===== config.mk =====
export PLATFORM = sky130hd
export DESIGN_NAME = jk_flag_arbiter
export DESIGN_NICKNAME = d
export VERILOG_FILES = /design/src/rtl/jk_pkg.sv /design/src/rtl/jk_flag_arbiter_rr_arb.sv /design/src/rtl/jk_flag_arbiter.sv
export SDC_FILE = /design/constraint.sdc
export NUM_CORES = 1
export LEC_CHECK = 0
export BUFFER_PORTS_ARGS = -buffer_cell sky130_fd_sc_hd__buf_4
export CAP_MARGIN = 20
export CORE_AREA = 4 4 69 71
export DETAILED_ROUTE_END_ITERATION = 8
export DIE_AREA = 0 0 73 75
export GPL_ROUTABILITY_DRIVEN = 0
export PLACE_DENSITY_LB_ADDON = 0.1
export SYNTH_ARGS = -nofsm -noshare
export SYNTH_HDL_FRONTEND = slang
export SYNTH_HIERARCHICAL = 1
export SYNTH_SLANG_ARGS = --single-unit

===== constraint.sdc =====
create_clock -name clk -period 3.5 [get_ports clk]
set_clock_uncertainty 0.2 [all_clocks]
set_input_delay 0.175 -clock clk [delete_from_list [all_inputs] [get_ports clk]]
set_output_delay 0.175 -clock clk [all_outputs]
set_load 0.01 [all_outputs]

===== src/rtl/jk_pkg.sv =====
// Shared types and constants for the JK flag arbiter: command encoding,
// counter width and the JK next-state rule.
package jk_pkg;

    localparam int CNT_W = 8;

    typedef enum logic [1:0] {
        HOLD = 2'b00,
        CLR  = 2'b01,
        SET  = 2'b10,
        TOG  = 2'b11
    } jk_cmd_e;

    // The command encoding is {j, k}.
    function automatic logic jk_next(input jk_cmd_e cmd, input logic q);
        logic j;
        logic k;
        j = cmd[1];
        k = cmd[0];
        return (j & ~q) | (~k & q);
    endfunction

endpackage


===== src/rtl/jk_flag_arbiter_rr_arb.sv =====
// Round-robin arbiter: the search starts at ptr and wraps upward; ptr moves
// just past the winner whenever the grant is taken.
module rr_arb #(
    parameter int NREQ = 4,
    parameter int PW   = (NREQ > 1) ? $clog2(NREQ) : 1
) (
    input  logic            clk,
    input  logic            rstn,
    input  logic [NREQ-1:0] req,
    input  logic            advance,
    output logic [NREQ-1:0] gnt,
    output logic [PW-1:0]   ptr
);

    localparam int SW = PW + 1;

    logic [PW-1:0] ptr_q;
    logic [PW-1:0] ptr_d;
    logic [PW-1:0] win;
    logic [SW-1:0] sum;
    logic [PW-1:0] cand;
    logic          found;

    always_comb begin
        gnt   = '0;
        win   = ptr_q;
        found = 1'b0;
        sum   = '0;
        cand  = '0;
        for (int i = 0; i < NREQ; i++) begin
            sum = {1'b0, ptr_q} + SW'(i);
            if (sum >= SW'(NREQ)) begin
                sum = sum - SW'(NREQ);
            end
            cand = sum[PW-1:0];
            if (!found && req[cand]) begin
                gnt[cand] = 1'b1;
                win       = cand;
                found     = 1'b1;
            end
        end
    end

    always_comb begin
        ptr_d = ptr_q;
        if (advance) begin
            ptr_d = ({1'b0, win} == SW'(NREQ - 1)) ? '0 : win + PW'(1);
        end
    end

    always_ff @(posedge clk or negedge rstn) begin
        if (!rstn) begin
            ptr_q <= '0;
        end else begin
            ptr_q <= ptr_d;
        end
    end

    assign ptr = ptr_q;

endmodule


===== src/rtl/jk_flag_arbiter.sv =====
// Shared JK flag bank updated by one round-robin-selected requester per cycle,
// with a synchronous bank clear and a saturating count of applied commands.
module jk_flag_arbiter
    import jk_pkg::*;
#(
    parameter int NREQ  = 4,
    parameter int NFLAG = 8,
    parameter int IW    = $clog2(NFLAG),
    localparam int PW   = (NREQ > 1) ? $clog2(NREQ) : 1
) (
    input  logic               clk,
    input  logic               rstn,
    input  logic [NREQ-1:0]    req_valid,
    input  logic [NREQ-1:0]    req_j,
    input  logic [NREQ-1:0]    req_k,
    input  logic [NREQ*IW-1:0] req_idx,
    input  logic               clr_all,
    output logic [NREQ-1:0]    grant,
    output logic [NFLAG-1:0]   flags,
    output logic [CNT_W-1:0]   upd_cnt,
    output logic [PW-1:0]      arb_ptr
);

    // Handshake: requester r's command is taken at posedge clk exactly when
    // req_valid[r] and grant[r] are both high; grant is the same-cycle ready.
    logic [NREQ-1:0]  req_eff;
    logic             acc;
    logic             sel_j;
    logic             sel_k;
    logic [IW-1:0]    sel_idx;
    jk_cmd_e          cmd;
    logic [NFLAG-1:0] flags_q;
    logic [NFLAG-1:0] flags_d;
    logic [CNT_W-1:0] cnt_q;
    logic [CNT_W-1:0] cnt_d;

    // Masking the requests keeps grant low during clear and reset.
    assign req_eff = req_valid & {NREQ{rstn & ~clr_all}};
    assign acc     = |grant;

    rr_arb #(
        .NREQ (NREQ),
        .PW   (PW)
    ) u_rr_arb (
        .clk     (clk),
        .rstn    (rstn),
        .req     (req_eff),
        .advance (acc),
        .gnt     (grant),
        .ptr     (arb_ptr)
    );

    always_comb begin
        sel_j   = 1'b0;
        sel_k   = 1'b0;
        sel_idx = '0;
        for (int r = 0; r < NREQ; r++) begin
            if (grant[r]) begin
                sel_j   = req_j[r];
                sel_k   = req_k[r];
                sel_idx = req_idx[r*IW +: IW];
            end
        end
    end

    assign cmd = jk_cmd_e'({sel_j, sel_k});

    always_comb begin
        flags_d = flags_q;
        cnt_d   = cnt_q;
        if (clr_all) begin
            flags_d = '0;
        end else if (acc) begin
            // Out-of-range indices are consumed without touching the bank.
            if (int'(sel_idx) < NFLAG) begin
                flags_d[sel_idx] = jk_next(cmd, flags_q[sel_idx]);
            end
            if (cmd != HOLD && cnt_q != '1) begin
                cnt_d = cnt_q + CNT_W'(1);
            end
        end
    end

    always_ff @(posedge clk or negedge rstn) begin
        if (!rstn) begin
            flags_q <= '0;
            cnt_q   <= '0;
        end else begin
            flags_q <= flags_d;
            cnt_q   <= cnt_d;
        end
    end

    assign flags   = flags_q;
    assign upd_cnt = cnt_q;

endmodule


==> reports/results.ini <==
[worst_setup_path]
element_type_at_the_critical_path_end = flop
worstPathArrival_ns = 3.72
setup.worst_path.class = reg -> reg
worstPathRequired_ns = 3.45
critPathMaxFanout = 6
critPathLaunchType = flop
setup.reg_to_reg.worst_slack_ns = -0.27

[floorplanning]
die_x_um = 73
die-area_um2 = 5480
floorplan.die.height_um = 75
design.core.area_um2 = 4230
floorplan.io_pins = 49
initial_utilization_pct = 42.5
placementRows = 24

[final_layout]
finalCoreUtilization_pct = 70.4
n_fill_cell = 342
area.growth.synth_to_final_pct = 65.5
post_route_cells_drive_above_1_share_pct = 58.7
nets = 321
num_antenna_cells = 0
stdcell_count = 338

[clock_network]
cts.reportedPaths.clkPinSlew_ns = 0.08
tritoncts = done
h_tree_level_count = 1
cts_buffers = 3
clockRootBuffer = sky130_fd_sc_hd__clkbuf_8
clock_insertion_delay_worst_skew_ns = 0.26
cts_sinks = 18
clock_tree.buffer_depth = 2

[sta]
timing.slew.headroom_pct = 66.7
final.setup.worst_slack_ns = -0.274
final-max-slew-violation-count = 0
min_period_over_period_pct = 108
final.min_clock_period_ns = 3.77
setup_viol = 11
timing.fmax_mhz = 265
tightest_slew_ns = 0.500
timing.final.hold_violations = 0
setup_repair_after_global_routing_missed_its_margin = yes

[synthesis]
synthFlopType = sky130_fd_sc_hd__dfrtp_1
mappedNetlistArea_um2 = 1800
synth-warning-count = 6
synth.avg_cell_area_um2 = 10.1
yosysSeqAreaShare_pct = 25.0
ys_ff_latch = 18
number_of_different_library_cells_in_the_post_synthesis_netlist = 58
netlist_instances = 178
synth_enable_flop_cells = 0
syn-num-nets = 212
fraction_of_registers_with_async_set_reset_pct = 100

[pwr]
leakage_nw = 1.30
vdd_drop_max_uv = 506
power.density_cell_area_nw_per_um2 = 1150

[detailed_routing]
detail-route-antenna-nets = 0
detail_route.drc_violations = 0
detailroute.via_count = 1975
detail_route.first_pass.iterations = 4
drt-initial-drc-count = 115
drt-wirelength-per-cell_um = 17.6
postRouteWirelength_um = 5960
vias_per_cell = 5.84

[placed_design]
portbufs = 48
numPlacedInstances = 320
dpl.hpwl_um = 4330

[run_status]
outcome = finished with violations
failed_checks = negative setup slack

[global_route]
globalRouteTotalUtil_pct = 21.9
grt_max_degree = 19
grt.overflow.total = 0
grt_pass1_wl_um = 9490
initial_antenna_violation_count = 0
grt_pass1_vias = 2019

[flow_run]
cap_viol_max_count = 0

[worst_hold_path]
hold_path.class = in -> reg

## layout by cell type (no fill, tap or decap), types with 6 or more instances in the layout
cell	n
sky130_fd_sc_hd__nand3_1	7
sky130_fd_sc_hd__buf_4	98
sky130_fd_sc_hd__nor2b_1	6
sky130_fd_sc_hd__nand3b_1	9
sky130_fd_sc_hd__inv_1	7
sky130_fd_sc_hd__dfrtp_1	16
sky130_fd_sc_hd__xnor2_1	7
sky130_fd_sc_hd__ha_1	6
sky130_fd_sc_hd__buf_6	10
sky130_fd_sc_hd__nand2_1	8
## metal layers
metal / track usage [%] / vias to the layer above / wire length [um]
met5: 0 / - / 0
met4: 5.94 / 0 / 38
met1: 26.2 / 991 / 2420
li1: - / 921 / -
met3: 4.01 / 4 / 372
met2: 40.1 / 59 / 3120
## worst max-delay path: stages (launching register included)
cell and delay [ns]:
sky130_fd_sc_hd__dfrtp_2 0.46, sky130_fd_sc_hd__inv_4 0.06, sky130_fd_sc_hd__ha_4 0.26, sky130_fd_sc_hd__mux4_2 0.30, sky130_fd_sc_hd__nor2b_4 0.16, sky130_fd_sc_hd__a22o_1 0.17
sky130_fd_sc_hd__a221o_1 0.30, sky130_fd_sc_hd__buf_6 0.14, sky130_fd_sc_hd__nand3b_1 0.22, sky130_fd_sc_hd__a221oi_4 0.50, sky130_fd_sc_hd__buf_6 0.18, sky130_fd_sc_hd__o31ai_4 0.08
sky130_fd_sc_hd__o32ai_4 0.19, sky130_fd_sc_hd__mux2i_2 0.35, sky130_fd_sc_hd__o31ai_2 0.08
## where the power goes
part           internal (mW)  switching [mW]
registers              0.269          0.0724
clock network          0.100          0.0776
logic                   1.49            1.43
total                   1.86            1.58
## flip-flops by register name, indices dropped and copies added, names as in the netlist
| register | count |
|---|---|
| flags | 8 |
| u_rr_arb/ptr | 2 |
| upd_cnt | 8 |
## cell usage after synthesis (5+ instances only)
| cell type | n | area, um2 |
|---|---|---|
| sky130_fd_sc_hd__nor3_1 | 6 | 30.0 |
| sky130_fd_sc_hd__nor2b_1 | 9 | 56.3 |
| sky130_fd_sc_hd__ha_1 | 7 | 87.6 |
| sky130_fd_sc_hd__nand2_1 | 8 | 30.0 |
| sky130_fd_sc_hd__nand3b_1 | 9 | 67.6 |
| sky130_fd_sc_hd__xnor2_1 | 7 | 61.3 |
| sky130_fd_sc_hd__a211oi_2 | 7 | 87.6 |
| sky130_fd_sc_hd__inv_1 | 9 | 33.8 |
| sky130_fd_sc_hd__dfrtp_1 | 18 | 450 |
| sky130_fd_sc_hd__a221o_1 | 5 | 50.1 |
| sky130_fd_sc_hd__nor2_1 | 5 | 18.8 |
| sky130_fd_sc_hd__nand3_1 | 7 | 35.0 |
## logic make-up (layout without fill, tap and decap cells)
group,after synthesis,count (layout),synth area share (%)
buf+inv,15,123,4.59
simple gates,71,71,24.9
xor+xnor,8,8,3.89
mux,7,7,6.25
flops,18,18,25.0
compound gates,52,52,30.4
fa+ha+maj,7,7,4.86
## area by class of cell
class                      count  area [um2]  area share (%)
multi-input combinational    145        1510            50.6
inverter                       9        36.3            1.22
sequential                    18         453            15.2
timing repair buffer         110         863            29.0
tap                           52        65.1            2.18
clock buffer                   4        55.1            1.85
## per-stage QoR
| stage | setup TNS [ns] | instance area [um2] | hold slack (ns) | power [mW] | worst slack, ns |
|---|---|---|---|---|---|
| finish | -1.99 | 2980 | 0.144 | 3.44 | -0.274 |
| global route | -4.06 | 2980 | 0.153 | 3.66 | -0.418 |
| global placement | -5.82 | 2610 | -0.0467 | 2.76 | -0.557 |
| detailed placement | -7.08 | 2610 | -0.0350 | 2.80 | -0.639 |
| floorplan | -1.83 | 1880 | -0.321 | 1.82 | -0.291 |
| CTS | -1.48 | 2880 | 0.129 | 3.26 | -0.207 |
## worst paths after layout
check,start,to,cells past startpoint
setup reg to reg,u_rr_arb/ptr[0],flags[5],14
setup / recovery,u_rr_arb/ptr[0],flags[5],14
hold reg to reg,upd_cnt[5],upd_cnt[5],1
max in group asynchronous,rstn,u_rr_arb/ptr[1],3
hold / removal,clr_all,flags[7],3
min in group asynchronous,rstn,flags[7],3
## what timing repair did
| item | 4_1_cts | 5_1_grt |
|---|---|---|
| resized for setup | 25 | 17 |
| buffers inserted | 11 | 1 |
| hold buffers | 1 | 0 |
| setup endpoints to repair | 16 | 16 |
| gates cloned | 1 | 0 |
| pin swaps | 19 | 9 |
| endpoints found under the hold margin | 18 | 0 |
(Power assumes the default switching activity.)
